## src/rtl/ofdm_frame_packer_pkg.sv

```systemverilog
// Shared constants and drain FSM encoding for the OFDM frame packer.
package ofdm_frame_packer_pkg;

    localparam int DATA_WIDTH_DEF = 16;  // Q8.8 output word
    localparam int FRAME_LEN_DEF  = 16;  // complex samples per frame
    localparam int IN_CH          = 2;   // I and Q channels
    localparam int Q_FRAC         = 8;   // fractional bits of Q8.8

    typedef enum logic [1:0] {
        D_IDLE   = 2'd0,
        D_START  = 2'd1,
        D_STREAM = 2'd2
    } drain_state_e;

endpackage

```

## src/rtl/ofdm_frame_packer_bank.sv

```systemverilog
// Two-bank frame storage: one dual-lane (I and Q) write port, combinational read port.
module pingpong_frame_bank
    import ofdm_frame_packer_pkg::*;
#(
    parameter int DATA_WIDTH = DATA_WIDTH_DEF,
    parameter int FRAME_LEN  = FRAME_LEN_DEF,
    parameter int POS_W      = $clog2(FRAME_LEN)
) (
    input  logic                  clk_i,
    input  logic                  wr_en_i,
    input  logic                  wr_bank_i,
    input  logic [POS_W-1:0]      wr_pos_i,
    input  logic [DATA_WIDTH-1:0] wr_i_data_i,
    input  logic [DATA_WIDTH-1:0] wr_q_data_i,
    input  logic                  rd_bank_i,
    input  logic                  rd_ch_i,
    input  logic [POS_W-1:0]      rd_pos_i,
    output logic [DATA_WIDTH-1:0] rd_data_o
);

    logic [DATA_WIDTH-1:0] mem_q [2][IN_CH][FRAME_LEN];

    // Both channels of one sample are written in the same cycle.
    always_ff @(posedge clk_i) begin
        if (wr_en_i) begin
            mem_q[wr_bank_i][1'b0][wr_pos_i] <= wr_i_data_i;
            mem_q[wr_bank_i][1'b1][wr_pos_i] <= wr_q_data_i;
        end
    end

    assign rd_data_o = mem_q[rd_bank_i][rd_ch_i][rd_pos_i];

endmodule

```

## src/rtl/ofdm_frame_packer.sv

```systemverilog
// Converts I/Q samples to Q8.8, buffers frames in a ping-pong bank and
// re-emits each frame channel-major (all I, then all Q) on a valid/ready stream.
module ofdm_frame_packer
    import ofdm_frame_packer_pkg::*;
#(
    parameter int IN_WIDTH   = 12,
    parameter int IN_FRAC    = 11,
    parameter int DATA_WIDTH = DATA_WIDTH_DEF,
    parameter int FRAME_LEN  = FRAME_LEN_DEF
) (
    input  logic                         clk,
    input  logic                         rst_n,
    input  logic signed [IN_WIDTH-1:0]   iq_i_in,
    input  logic signed [IN_WIDTH-1:0]   iq_q_in,
    input  logic                         iq_valid,
    input  logic                         iq_sof,
    output logic                         iq_ready,
    output logic signed [DATA_WIDTH-1:0] pk_out,
    output logic                         pk_valid,
    input  logic                         pk_ready,
    output logic                         pk_ch,
    output logic                         pk_last,
    output logic                         frame_start,
    output logic                         frame_drop
);

    localparam int              SH       = IN_FRAC - Q_FRAC;
    localparam int              POS_W    = $clog2(FRAME_LEN);
    localparam logic [POS_W-1:0] LAST_POS = POS_W'(FRAME_LEN - 1);

    drain_state_e     state_q, state_d;
    logic [1:0]       full_q, full_d;
    logic             wr_bank_q, wr_bank_d;
    logic             rd_bank_q, rd_bank_d;
    logic [POS_W-1:0] wr_pos_q, wr_pos_d;
    logic             rd_ch_q, rd_ch_d;
    logic [POS_W-1:0] rd_pos_q, rd_pos_d;
    logic             drop_q, drop_d;

    logic signed [IN_WIDTH-1:0] i_sh, q_sh;
    logic [DATA_WIDTH-1:0]      i_conv, q_conv, rd_data;
    logic                       in_hs, resync, fill_done, frame_done, streaming;
    logic [POS_W-1:0]           wr_addr;

    // Arithmetic shift floors; the signed size cast sign-extends to the output width.
    assign i_sh   = iq_i_in >>> SH;
    assign q_sh   = iq_q_in >>> SH;
    assign i_conv = DATA_WIDTH'(i_sh);
    assign q_conv = DATA_WIDTH'(q_sh);

    assign iq_ready   = !full_q[wr_bank_q];
    assign in_hs      = iq_valid && iq_ready;
    assign resync     = in_hs && iq_sof && (wr_pos_q != '0);
    assign fill_done  = in_hs && !resync && (wr_pos_q == LAST_POS);
    assign wr_addr    = resync ? '0 : wr_pos_q;
    assign streaming  = (state_q == D_STREAM);
    assign frame_done = pk_valid && pk_ready && pk_last;
    assign frame_drop = drop_q;

    pingpong_frame_bank #(
        .DATA_WIDTH (DATA_WIDTH),
        .FRAME_LEN  (FRAME_LEN),
        .POS_W      (POS_W)
    ) u_bank (
        .clk_i       (clk),
        .wr_en_i     (in_hs),
        .wr_bank_i   (wr_bank_q),
        .wr_pos_i    (wr_addr),
        .wr_i_data_i (i_conv),
        .wr_q_data_i (q_conv),
        .rd_bank_i   (rd_bank_q),
        .rd_ch_i     (rd_ch_q),
        .rd_pos_i    (rd_pos_q),
        .rd_data_o   (rd_data)
    );

    // Fill side: position/bank advance, re-sync and full-flag bookkeeping.
    always_comb begin
        wr_pos_d  = wr_pos_q;
        wr_bank_d = wr_bank_q;
        full_d    = full_q;
        drop_d    = resync;
        if (in_hs) begin
            if (resync) begin
                wr_pos_d = POS_W'(1);
            end else if (wr_pos_q == LAST_POS) begin
                full_d[wr_bank_q] = 1'b1;
                wr_bank_d         = ~wr_bank_q;
                wr_pos_d          = '0;
            end else begin
                wr_pos_d = wr_pos_q + 1'b1;
            end
        end
        // Fill and drain always target different banks, so both may update at once.
        if (frame_done) begin
            full_d[rd_bank_q] = 1'b0;
        end
    end

    // Drain FSM next-state and stream outputs.
    always_comb begin
        state_d     = state_q;
        rd_bank_d   = rd_bank_q;
        rd_ch_d     = rd_ch_q;
        rd_pos_d    = rd_pos_q;
        pk_valid    = 1'b0;
        frame_start = 1'b0;
        pk_out      = '0;
        pk_ch       = 1'b0;
        pk_last     = 1'b0;
        case (state_q)
            D_IDLE: begin
                // Look ahead at a completing fill so frame_start follows the last beat directly.
                if (full_q[rd_bank_q] || (fill_done && (wr_bank_q == rd_bank_q))) begin
                    state_d = D_START;
                end
            end
            D_START: begin
                frame_start = 1'b1;
                rd_ch_d     = 1'b0;
                rd_pos_d    = '0;
                state_d     = D_STREAM;
            end
            D_STREAM: begin
                pk_valid = 1'b1;
                pk_out   = rd_data;
                pk_ch    = rd_ch_q;
                pk_last  = rd_ch_q && (rd_pos_q == LAST_POS);
                if (pk_ready) begin
                    if (rd_pos_q == LAST_POS) begin
                        rd_pos_d = '0;
                        if (rd_ch_q) begin
                            rd_ch_d   = 1'b0;
                            rd_bank_d = ~rd_bank_q;
                            state_d   = D_IDLE;
                        end else begin
                            rd_ch_d = 1'b1;
                        end
                    end else begin
                        rd_pos_d = rd_pos_q + 1'b1;
                    end
                end
            end
            default: state_d = D_IDLE;
        endcase
    end

    // State registers.
    always_ff @(posedge clk or negedge rst_n) begin
        if (!rst_n) begin
            state_q   <= D_IDLE;
            full_q    <= '0;
            wr_bank_q <= 1'b0;
            rd_bank_q <= 1'b0;
            wr_pos_q  <= '0;
            rd_ch_q   <= 1'b0;
            rd_pos_q  <= '0;
            drop_q    <= 1'b0;
        end else begin
            state_q   <= state_d;
            full_q    <= full_d;
            wr_bank_q <= wr_bank_d;
            rd_bank_q <= rd_bank_d;
            wr_pos_q  <= wr_pos_d;
            rd_ch_q   <= rd_ch_d;
            rd_pos_q  <= rd_pos_d;
            drop_q    <= drop_d;
        end
    end

endmodule

```

## config.mk

```make
export PLATFORM = sky130hd
export DESIGN_NAME = ofdm_frame_packer
export DESIGN_NICKNAME = d
export VERILOG_FILES = /design/src/rtl/ofdm_frame_packer_pkg.sv /design/src/rtl/ofdm_frame_packer_bank.sv /design/src/rtl/ofdm_frame_packer.sv
export SDC_FILE = /design/constraint.sdc
export NUM_CORES = 1
export LEC_CHECK = 0
export ABC_AREA = 1
export CAP_MARGIN = 25
export CORE_ASPECT_RATIO = 1.1
export CORE_MARGIN = 2
export CORE_UTILIZATION = 25
export CTS_BUF_LIST = sky130_fd_sc_hd__clkbuf_8
export DETAILED_ROUTE_END_ITERATION = 8
export DONT_BUFFER_PORTS = 1
export PLACE_DENSITY = 0.41
export SLEW_MARGIN = 20
export SYNTH_ARGS = -nofsm -noshare
export SYNTH_HDL_FRONTEND = slang
export SYNTH_HIERARCHICAL = 1
export SYNTH_SLANG_ARGS = --single-unit
```

## constraint.sdc

```tcl
create_clock -name clk -period 10.6 [get_ports clk]
set_input_delay 0 -clock clk [delete_from_list [all_inputs] [get_ports clk]]
set_output_delay 0 -clock clk [all_outputs]
set_load 0.02 [all_outputs]
```

* Word level (Yosys, flattened, before mapping)
Memory sizes are Yosys's and may differ from the RTL's.
Cells that the tools add are included.
** Storage, ports and cells
- Register bits :: 16
- RAM bits :: 1024
- Output and inout port bits :: 22
- Memories kept :: 1
** Memory list
- u_bank.mem_q :: depth 2, bits a word 512, read ports 1, clocked after Yosys merged registers in 0, write ports 1, line ofdm_frame_packer_bank.sv:21 : logic [DATA_WIDTH-1:0] mem_q [2][IN_CH][FRAME_LEN];
** Operators by class
- $add $sub $neg :: 2
- Order comparisons :: 8
- Equal/unequal tests :: 9
- Mux-type cells :: 42
- Bitwise logic cells :: 9
- Reduce and logical (&&, ||, !) cells :: 23
** Operator list (number)
- 2-to-1 mux 256 bit :: 4
- binary-select mux 16 bit (select 4 bit) :: 1
- demux 16 bit (select 4 bit) :: 1
- 2-to-1 mux 16 bit :: 4
- 2-to-1 mux 4 bit :: 5
- 2-to-1 mux 2 bit :: 8
- 2-to-1 mux 1 bit :: 14
- logical AND 1 bit :: 12
- >= comparator 5 bit (second input constant) :: 2
- inverter 4 -> 5 bit :: 2
- adder 4 x 1 -> 4 bit (second input constant) :: 2
- equality test 4 bit (second input constant) :: 2
- one-hot mux 4 bit (2 select lines) :: 1
- AND reduction 4 bit :: 2
- != test 2 bit (second input constant) :: 3
- one-hot mux 2 bit (3 select lines) :: 1
- AND reduction 3 bit :: 2
- < comparator 5 x 1 -> 1 bit (second input constant) :: 1
- < comparator 1 x 2 -> 1 bit (second input constant) :: 2
- nonzero test 4 bit :: 1
- inverter 1 bit :: 3
- bitwise AND 2 bit :: 1
- demux 1 bit (select 1 bit) :: 2
- equality test 2 x 1 -> 1 bit (second input constant) :: 1
- other kinds (14) :: 16

* Depth between registers and ports, before layout
Gate-level depths: netlist of run 1.
- Word-level depth :: 13
- Depth in mapped cells :: 14

* By module
The synthesis of run 1 kept the hierarchy.
** Modules (own cells, without submodules)
- pingpong_frame_bank :: instances 1, cells an instance 3473, area an instance 41604.9 µm²
- ofdm_frame_packer :: instances 1, cells an instance 147, area an instance 1029.7 µm²

* Least setup slack after synthesis of run 1
No wires, ideal clock.
- Kind :: register -> register
- Start point :: register wr_pos_q[0]
- End point :: memory u_bank/mem_q[0][288] in the netlist's numbering, enable pin
- Arrival :: 3.577 ns
- Slack :: 6.562 ns
- Cell stages (with the launch flop) :: 11
- Buffers on the path :: 0
- Clock period less this slack :: 4.038 ns
- Path through :: dfrtp_1 > inv_1 > ha_1 > nand2_1 > nand3_1 > inv_1 > nor2_1 > inv_1 > nor3_1 > inv_1 > nor3_1
** On the way
- Longest elaborated chain between the ends :: 9
** RTL lines
- start: declaration :: line ofdm_frame_packer.sv:35 : logic [POS_W-1:0] wr_pos_q, wr_pos_d;
- start signal: assignment :: line ofdm_frame_packer.sv:164 : wr_pos_q <= wr_pos_d;
- nonzero test 4 bit (*) :: line ofdm_frame_packer.sv:53 : assign resync = in_hs && iq_sof && (wr_pos_q != '0);
- logical AND 1 bit (*) :: line ofdm_frame_packer.sv:53
- net drop_d :: line ofdm_frame_packer.sv:38 : logic drop_q, drop_d;
- 2-to-1 mux 4 bit (*) :: line ofdm_frame_packer.sv:55 : assign wr_addr = resync ? '0 : wr_pos_q;
- net wr_addr[2] :: line ofdm_frame_packer.sv:43 : logic [POS_W-1:0] wr_addr;
- inverter 4 -> 5 bit (implied by the code) (*) :: line ofdm_frame_packer_bank.sv:26 : mem_q[wr_bank_i][1'b0][wr_pos_i] <= wr_i_data_i;
- >= comparator 5 bit (implied by the code) or < comparator 5 x 1 -> 1 bit (tied branches) :: line ofdm_frame_packer_bank.sv:26
- logical AND 1 bit (implied by the code) :: line ofdm_frame_packer_bank.sv:26
- 2-to-1 mux 16 bit (implied by the code) :: line ofdm_frame_packer_bank.sv:26
- demux 16 bit (select 4 bit) (*) :: line ofdm_frame_packer_bank.sv:26
- 2-to-1 mux 256 bit (implied by the code) (*) :: line ofdm_frame_packer_bank.sv:26
- end: declaration :: line ofdm_frame_packer_bank.sv:21
The timed path passes the listed nets; every way through them passes the cells marked *.

* Worst setup path in the final report of run 1
- Start point :: register rd_bank_q
- End point :: output port pk_out[9]
** On the way
- Longest elaborated chain between the ends :: 8
** RTL lines
- start: declaration :: line ofdm_frame_packer.sv:34 : logic rd_bank_q, rd_bank_d;
- start signal: assignment :: line ofdm_frame_packer.sv:163 : rd_bank_q <= rd_bank_d;
- memory read (2 x 512 bit)
- 2-to-1 mux 256 bit (implied by the code) (3 in a row) :: line ofdm_frame_packer_bank.sv:31 : assign rd_data_o = mem_q[rd_bank_i][rd_ch_i][rd_pos_i];
- binary-select mux 16 bit (select 4 bit) :: line ofdm_frame_packer_bank.sv:31
- 2-to-1 mux 16 bit (implied by the code) (2 in a row) :: line ofdm_frame_packer_bank.sv:31
- net rd_data[9] :: line ofdm_frame_packer.sv:41 : logic [DATA_WIDTH-1:0] i_conv, q_conv, rd_data;
- 2-to-1 mux 16 bit :: line ofdm_frame_packer.sv:111 : case (state_q)
- end: declaration :: line ofdm_frame_packer.sv:18 : output logic signed [DATA_WIDTH-1:0] pk_out,
The timed path passes the listed nets, and every way through them passes these cells. The select of a mux whose other input is x is not followed.

==> summary.txt, run 1 <==
Worst setup path
  • R2R depth: 12
  • Worst EP required: 10.60 ns
  • Nature of the critical path startpoint: flop
  • Critical path class: reg2out
  • Reg-to-reg slack, setup: 6.84 ns
  • Worst Setup End Kind: primary output
  • R2R Path Start: wr_bank_q
  • Reg2reg end: u_bank/mem_q[1][460]
  • CP peak stage delay: 0.82 ns
  • WP data arrival: 5.80 ns
  • Slowest CP cell: dfrtp_4
  • WP depth: 13
  • CP Buf/Inv Count: 4
  • CP startpoint: rd_bank_q
  • Delay-heaviest family, CP: buffers and inverters
  • Crit path max fanout: 73
  • Critical Path End: pk_out[9]
  • Crit-path cells: buf_4, buf_4, buf_4, nand2_1, nand3_1, nand3_1, nand2_1, nand2_1, nand3_1, nand3_1, nand2_1, inv_1, nor2_1

Die
  • Initial core utilization: 25.22%
  • Die area: 173900 µm²
  • I/O Pins: 51
  • Chip Width: 397.7 µm
  • CORE AREA: 169000 µm²
  • # rows: 158
  • Die height: 437.1 µm

Finish
  • Fraction of layout cells with a size suffix above 1: 8.726%
  • Area growth, synth to finish: 14.57%
  • Layout fillers: 17380
  • Multi-input gate area: 10080 µm²
  • Design area: 48850 µm²
  • Non-filler cells, final: 6085
  • Storage element area: 31160 µm²
  • Final Net Count: 3731

STA
  • Final Critical Period: 5.803 ns
  • Fin. max-slew vios: 0
  • Final worst path period share: 54.75%
  • Setup TNS: 0 ns
  • Final Hold Fails: 0
  • Worst Tran Pin Value: 1.423 ns
  • Clk_skew: 0.02840 ns
  • Max-slew headroom: 5.118%
  • Unrepaired setup endpoints after global routing: false
  • Fmax: 172.3 MHz
  • Final setup vio count: 0

Routing
  • Via count: 27130
  • DR vias/cell: 4.459
  • WL final: 122.7 mm
  • Avg WL per Cell: 20.17 µm
  • TritonRoute pass-1 iters: 5
  • DRC: 0
  • Post-DRT Antenna Nets: 0
  • Iter 0 DRT Violations: 1954

Global route
  • Vias in the first global route: 26630
  • Total grt overflow: 0
  • Initial antenna violation count: 8
  • First-pass GRT wire length: 180.5 mm
  • Gr usage total: 13.91%
  • Largest net degree at the start of global routing: 295

Synthesis
  • Area share of the largest cell type after synthesis: 72.12%
  • Synth Cell Area: 42630 µm²
  • Mux share of post-synthesis cell area: 0%
  • Synth Register Bits: 1040
  • Largest family of logic cells by synthesized area: simple AND/OR/NAND/NOR gates
  • Simple logic cell fraction of the synthesized area: 22.79%
  • Mapped Cells: 3620
  • Total number of yosys warnings: 6
  • Async set-reset flop share out of synthesis: 1.538%
  • Seq/Total Area, Yosys: 73.06%
  • Synth cell types: 29
  • Number of flops mapped to enable cells by yosys: 1024
  • Post-synthesis xor/xnor area fraction: 0.04109%
  • Syn nets: 3652
  • Syn Area/Cell: 11.78 µm²
  • Post-synthesis compound-gate area fraction: 0.2348%
  • Top_reg_cell synth: edfxtp_1
  • Largest cells by area after synthesis: edfxtp_1 72%, nand2_1 12%, nand3_1 10%
  • Adder-Cell Fraction of Synth Area: 0.08804%
  • Area leader, netlist: edfxtp_1

Power
  • VDD IR max: 0.1832 mV
  • Pwr Density: 245.8 nW/µm²
  • Total power: 12.00 mW
  • Pleak: 17.39 nW

Placement
  • Dpl cell area: 44800 µm²
  • Placed cells: 5695
  • IO buf count: 0
  • Global placement routability congestion: 0.7305
  • HPWL after DPL: 55.67 mm

Outcome
  • Status: completed

Clocking
  • Clock Sinks: 1040
  • CTS Root Cell: clkbuf_8
  • Clock insertion delay at the later pin of the skew report: 0.87 ns
  • Clk buf depth: 3
  • H-tree levels: 4
  • Reg clk slew, reported paths: 0.06 ns
  • CTS tree: built
  • Num CTS Buffers: 182

Hold path
  • Hold WC Path Type: in2reg
  • Min-Delay Path Depth: 2

Job
  • Max_cap viols: 0
==> per-stage QoR <==
step	setup WS (ns)	hold slack [ns]	utilization, %
floorplan	6.562	-0.2956	-
global placement	5.635	-0.2952	26.47
detailed placement	5.655	-0.2952	26.51
CTS	4.644	0.003825	28.84
global route	4.386	0.05802	28.90
finish	4.797	0.09155	28.90
==> power by group <==
| part | leakage [nW] | switching, mW | total [mW] | internal, mW |
|---|---|---|---|---|
| logic | 6.10 | 3.01 | 4.00 | 0.992 |
| clock network | 1.90 | 1.66 | 3.29 | 1.62 |
| registers | 9.39 | 0.103 | 4.71 | 4.61 |
==> routing by layer <==
metal  GRT usage (%)  part of all wire (%)  vias up
met4           4.014                   1.9        4
met5               0                 0.020        -
met1           18.82                    46    13570
met3           2.727                   4.4      158
met2           22.52                    48      508
li1                -                     -    12890
==> flip-flops by register name, indices dropped and copies added (netlist names), 2 cells and up <==
register,count
u_bank/mem_q,1024
rd_pos_q,4
wr_pos_q,4
full_q,2
state_q,2
==> worst min path at each step <==
stage          startpoint              endpoint
2_1_floorplan       rst_n            frame_drop
3_3_place_gp        rst_n            frame_drop
3_5_place_dp        rst_n            frame_drop
4_1_cts        iq_i_in[8]  u_bank/mem_q[0][501]
5_1_grt        iq_i_in[8]  u_bank/mem_q[1][485]
6_report       iq_i_in[8]  u_bank/mem_q[0][485]
==> cells in the mapped netlist, types with 5 or more instances <==
library cell  number
edfxtp_1        1024
nand3_1          873
buf_6             50
clkbuf_1          25
inv_1             48
nand2_1         1331
dfrtp_1           16
nor2_1            51
buf_1             25
buf_4              8
nor3_1            18
buf_2            118
o21ai_0            5
==> layout make-up <==
class	count	area share, %
Antenna cell	6	0.03074
Inverter	51	0.4713
Clock inverter	138	1.250
Multi-Input combinational cell	2302	20.64
Tap cell	2240	5.738
Clock buffer	186	5.241
Sequential cell	1040	63.80
Timing Repair Buffer	122	2.828
==> worst reg2reg max path: cells and delay by family (launching register included) <==
kind / cells / cell delay, ns
AND/OR/NAND/NOR: 8 / 1.52
buffers and inverters: 4 / 1.35
flip-flops: 1 / 0.45
==> placed cells by master (no fill, tap or decap), drive strengths merged, types with 4 or more instances in the layout <==
cell type | Yosys | layout
clkinv | 0 | 52
nand3 | 873 | 873
buf | 202 | 84
edfxtp | 1024 | 1024
nand2 | 1333 | 1333
a21oi | 4 | 4
clkbuf | 25 | 186
diode | 0 | 6
inv | 51 | 134
dfrtp | 16 | 16
dlygate4sd3 | 0 | 38
nor2 | 53 | 53
nor3 | 19 | 19
o21ai | 5 | 5
==> kinds of logic after synthesis <==
family	after synthesis
simple gates	2281
flops	1040
buf+inv	278
compound gates	16
fa+ha+maj	3
xor+xnor	2
==> what timing repair did <==
action                                 in CTS  in global routing
hold buffers                               57                  0
setup buffers                               0                  0
gates resized for setup                     0                  0
endpoints found under the hold margin    1083                  0
Note: power is estimated with default switching activity, not from simulation.
==> run 2: changes to the inputs <==
--- a/config.mk
+++ b/config.mk
@@ -13,7 +13,7 @@
 export CTS_BUF_LIST = sky130_fd_sc_hd__clkbuf_8
 export DETAILED_ROUTE_END_ITERATION = 8
 export DONT_BUFFER_PORTS = 1
-export PLACE_DENSITY = 0.41
+export PLACE_DENSITY = 0.43
 export SLEW_MARGIN = 20
 export SYNTH_ARGS = -nofsm -noshare
 export SYNTH_HDL_FRONTEND = slang
==> constraint.sdc (replaced) <==
create_clock -name clk -period 4.7 [get_ports clk]
set_input_delay 0 -clock clk [delete_from_list [all_inputs] [get_ports clk]]
set_output_delay 0 -clock clk [all_outputs]
set_load 0.02 [all_outputs]
==> run 2 against run 1 <==
Critical endpoint is now pk_out[12]; clock skew is 0.0023 ns lower; count of clock-buffer cells in the layout is 10 lower; sequential share of layout area is 0.21 points lower; cell count is 0.31% lower; non-clock buffer count is 4 higher; critical path depth is 2 lower; first-iteration DRC count is 3.9% higher; via count is 0.85% lower.
==> summary.txt, run 2 (synthesis gave the netlist of run 1 again) <==
Die
  • # rows: 158
  • Initial core utilization: 25.22%
  • CORE AREA: 169000 µm²
  • Die area: 173900 µm²
  • I/O Pins: 51
  • Die height: 437.1 µm
  • Chip Width: 397.7 µm

Power
  • Pleak: 17.38 nW
  • Pwr Density: 558.2 nW/µm²
  • VDD IR max: 0.4584 mV

Placement
  • Global placement routability congestion: 0.7747
  • HPWL after DPL: 58.72 mm
  • IO buf count: 0
  • Dpl ws: 1.312 ns
  • Placed cells: 5703

Outcome
  • Status: completed

Finish
  • Largest registers: u_bank/mem_q: 1024 flops, rd_pos_q: 4 flops, wr_pos_q: 4 flops
  • Most flops, register: u_bank/mem_q
  • Max reg flops: 1024
  • Non-filler cells, final: 6066
  • Leading cell type in the layout, fill and taps excluded: nand2_1
  • Final Util: 28.99%
  • Area growth, synth to finish: 14.94%
  • Most frequent cells in the layout: 1331 x nand2_1, 1024 x edfxtp_1, 873 x nand3_1
  • Layout fillers: 17450
  • Fraction of layout cells with a size suffix above 1: 8.915%
  • Final Net Count: 3723

STA
  • Unrepaired setup endpoints after global routing: false
  • Final worst path period share: 88.18%
  • Setup TNS: 0 ns
  • Final Hold Fails: 0
  • Final setup vio count: 0
  • Final Worst Setup Slack: 0.5557 ns
  • Hold WS: 0.1038 ns
  • Clk_skew: 0.02612 ns
  • Fin. max-slew vios: 0
  • Worst Tran Pin Value: 1.151 ns
  • Max-slew headroom: 23.25%
  • Final Critical Period: 4.144 ns
  • Fmax: 241.3 MHz

Routing
  • Via count: 26900
  • WL final: 119.1 mm
  • Iter 0 DRT Violations: 2030
  • DR vias/cell: 4.434
  • TritonRoute pass-1 iters: 5
  • Avg WL per Cell: 19.64 µm
  • DRC: 0
  • Post-DRT Antenna Nets: 0

Global route
  • First-pass GRT wire length: 177.2 mm
  • Largest net degree at the start of global routing: 257
  • Initial antenna violation count: 8
  • Gr usage total: 13.55%
  • Vias in the first global route: 26150
  • Total grt overflow: 0

Worst setup path
  • WP data arrival: 4.14 ns
  • Reg-to-reg slack, setup: 0.87 ns
  • Crit path max fanout: 56
  • Nature of the critical path startpoint: flop
  • Reg2reg end: u_bank/mem_q[0][104]
  • Worst Setup End Kind: primary output
  • R2R depth: 12
  • R2R Path Start: wr_pos_q[0]
  • Critical path class: reg2out
  • Critical Path End: pk_out[12]
  • Worst EP required: 4.70 ns
  • CP startpoint: rd_bank_q

Clocking
  • Clock insertion delay at the later pin of the skew report: 0.89 ns
  • Clock Sinks: 1040
  • Clk buf depth: 3
  • CTS Root Cell: clkbuf_8
  • Reg clk slew, reported paths: 0.06 ns
  • Post-CTS Resized: 0
  • H-tree levels: 4
  • Num CTS Buffers: 170
  • CTS tree: built

Job
  • Max_cap viols: 0

Hold path
  • Hold WC Path Type: in2reg
run 2: changes by cell type in the layout (fill, tap and decap cells not counted), moves of 4 or more:
cell | previous run | this run
buf_12 | 20 | 36
buf_4 | 58 | 51
bufinv_16 | 0 | 6
clkbuf_8 | 186 | 176
clkinv_1 | 40 | 44
diode_2 | 6 | 1
dlygate4sd3_1 | 38 | 34
inv_1 | 126 | 106
run 2: power breakdown:
part           total (mW)  internal, mW  switching [mW]  leakage, nW
clock network        7.46          3.80            3.66         1.81
logic                9.20          2.34            6.86         6.18
registers            10.7          10.4           0.296         9.39
run 2: metal layers:
metal | routed length, µm | global-route usage, %
met5 | 61 | 0
met4 | 3376 | 4.845
met3 | 5796 | 2.690
met2 | 56980 | 21.95
met1 | 52930 | 17.93
run 2: repair_timing:
action | in CTS | in global routing
endpoints found under the hold margin | 1071 | 0
buffers inserted | 0 | 0
hold buffers | 54 | 0
run 2: final cells by class:
cell class                      instances  area [µm²]  area share (%)
Clock inverter                        130       726.9           1.483
Inverter                               51       230.2          0.4698
Sequential cell                      1040       31160           63.59
Multi-Input combinational cell       2302       10080           20.56
Antenna cell                            1       2.502        0.005106
Tap cell                             2240        2803           5.719
Timing Repair Buffer                  126        1582           3.227
Clock buffer                          176        2422           4.943
run 2: per-stage QoR:
stage	cell area, µm²	total power, mW
final	49010	27.35
after global routing	49010	28.98
after CTS	48950	27.82
after detailed placement	45040	19.97
after global placement	44980	19.97
after floorplan	42630	16.77
run 2: worst min path at each step:
stage	from	to	slack (ns)	cells past startpoint
final	iq_i_in[4]	u_bank/mem_q[0][465]	0.10	2
after global routing	iq_i_in[4]	u_bank/mem_q[0][465]	0.05	2
after CTS	iq_i_in[6]	u_bank/mem_q[1][291]	0.006	2
after detailed placement	rst_n	frame_drop	-0.30	0
after global placement	rst_n	frame_drop	-0.30	0
after floorplan	rst_n	frame_drop	-0.30	0
run 2: critical path, stage by stage (launching register included):
cell and delay (ns):
dfrtp_4 0.82, buf_4 0.64, nand2_1 0.10, nand3_1 0.12, nand3_1 0.12, nand2_1 0.18
nand2_1 0.07, nand3_1 0.30, nand3_1 0.21, nand2_1 0.12, inv_1 0.05, nor2_1 0.48
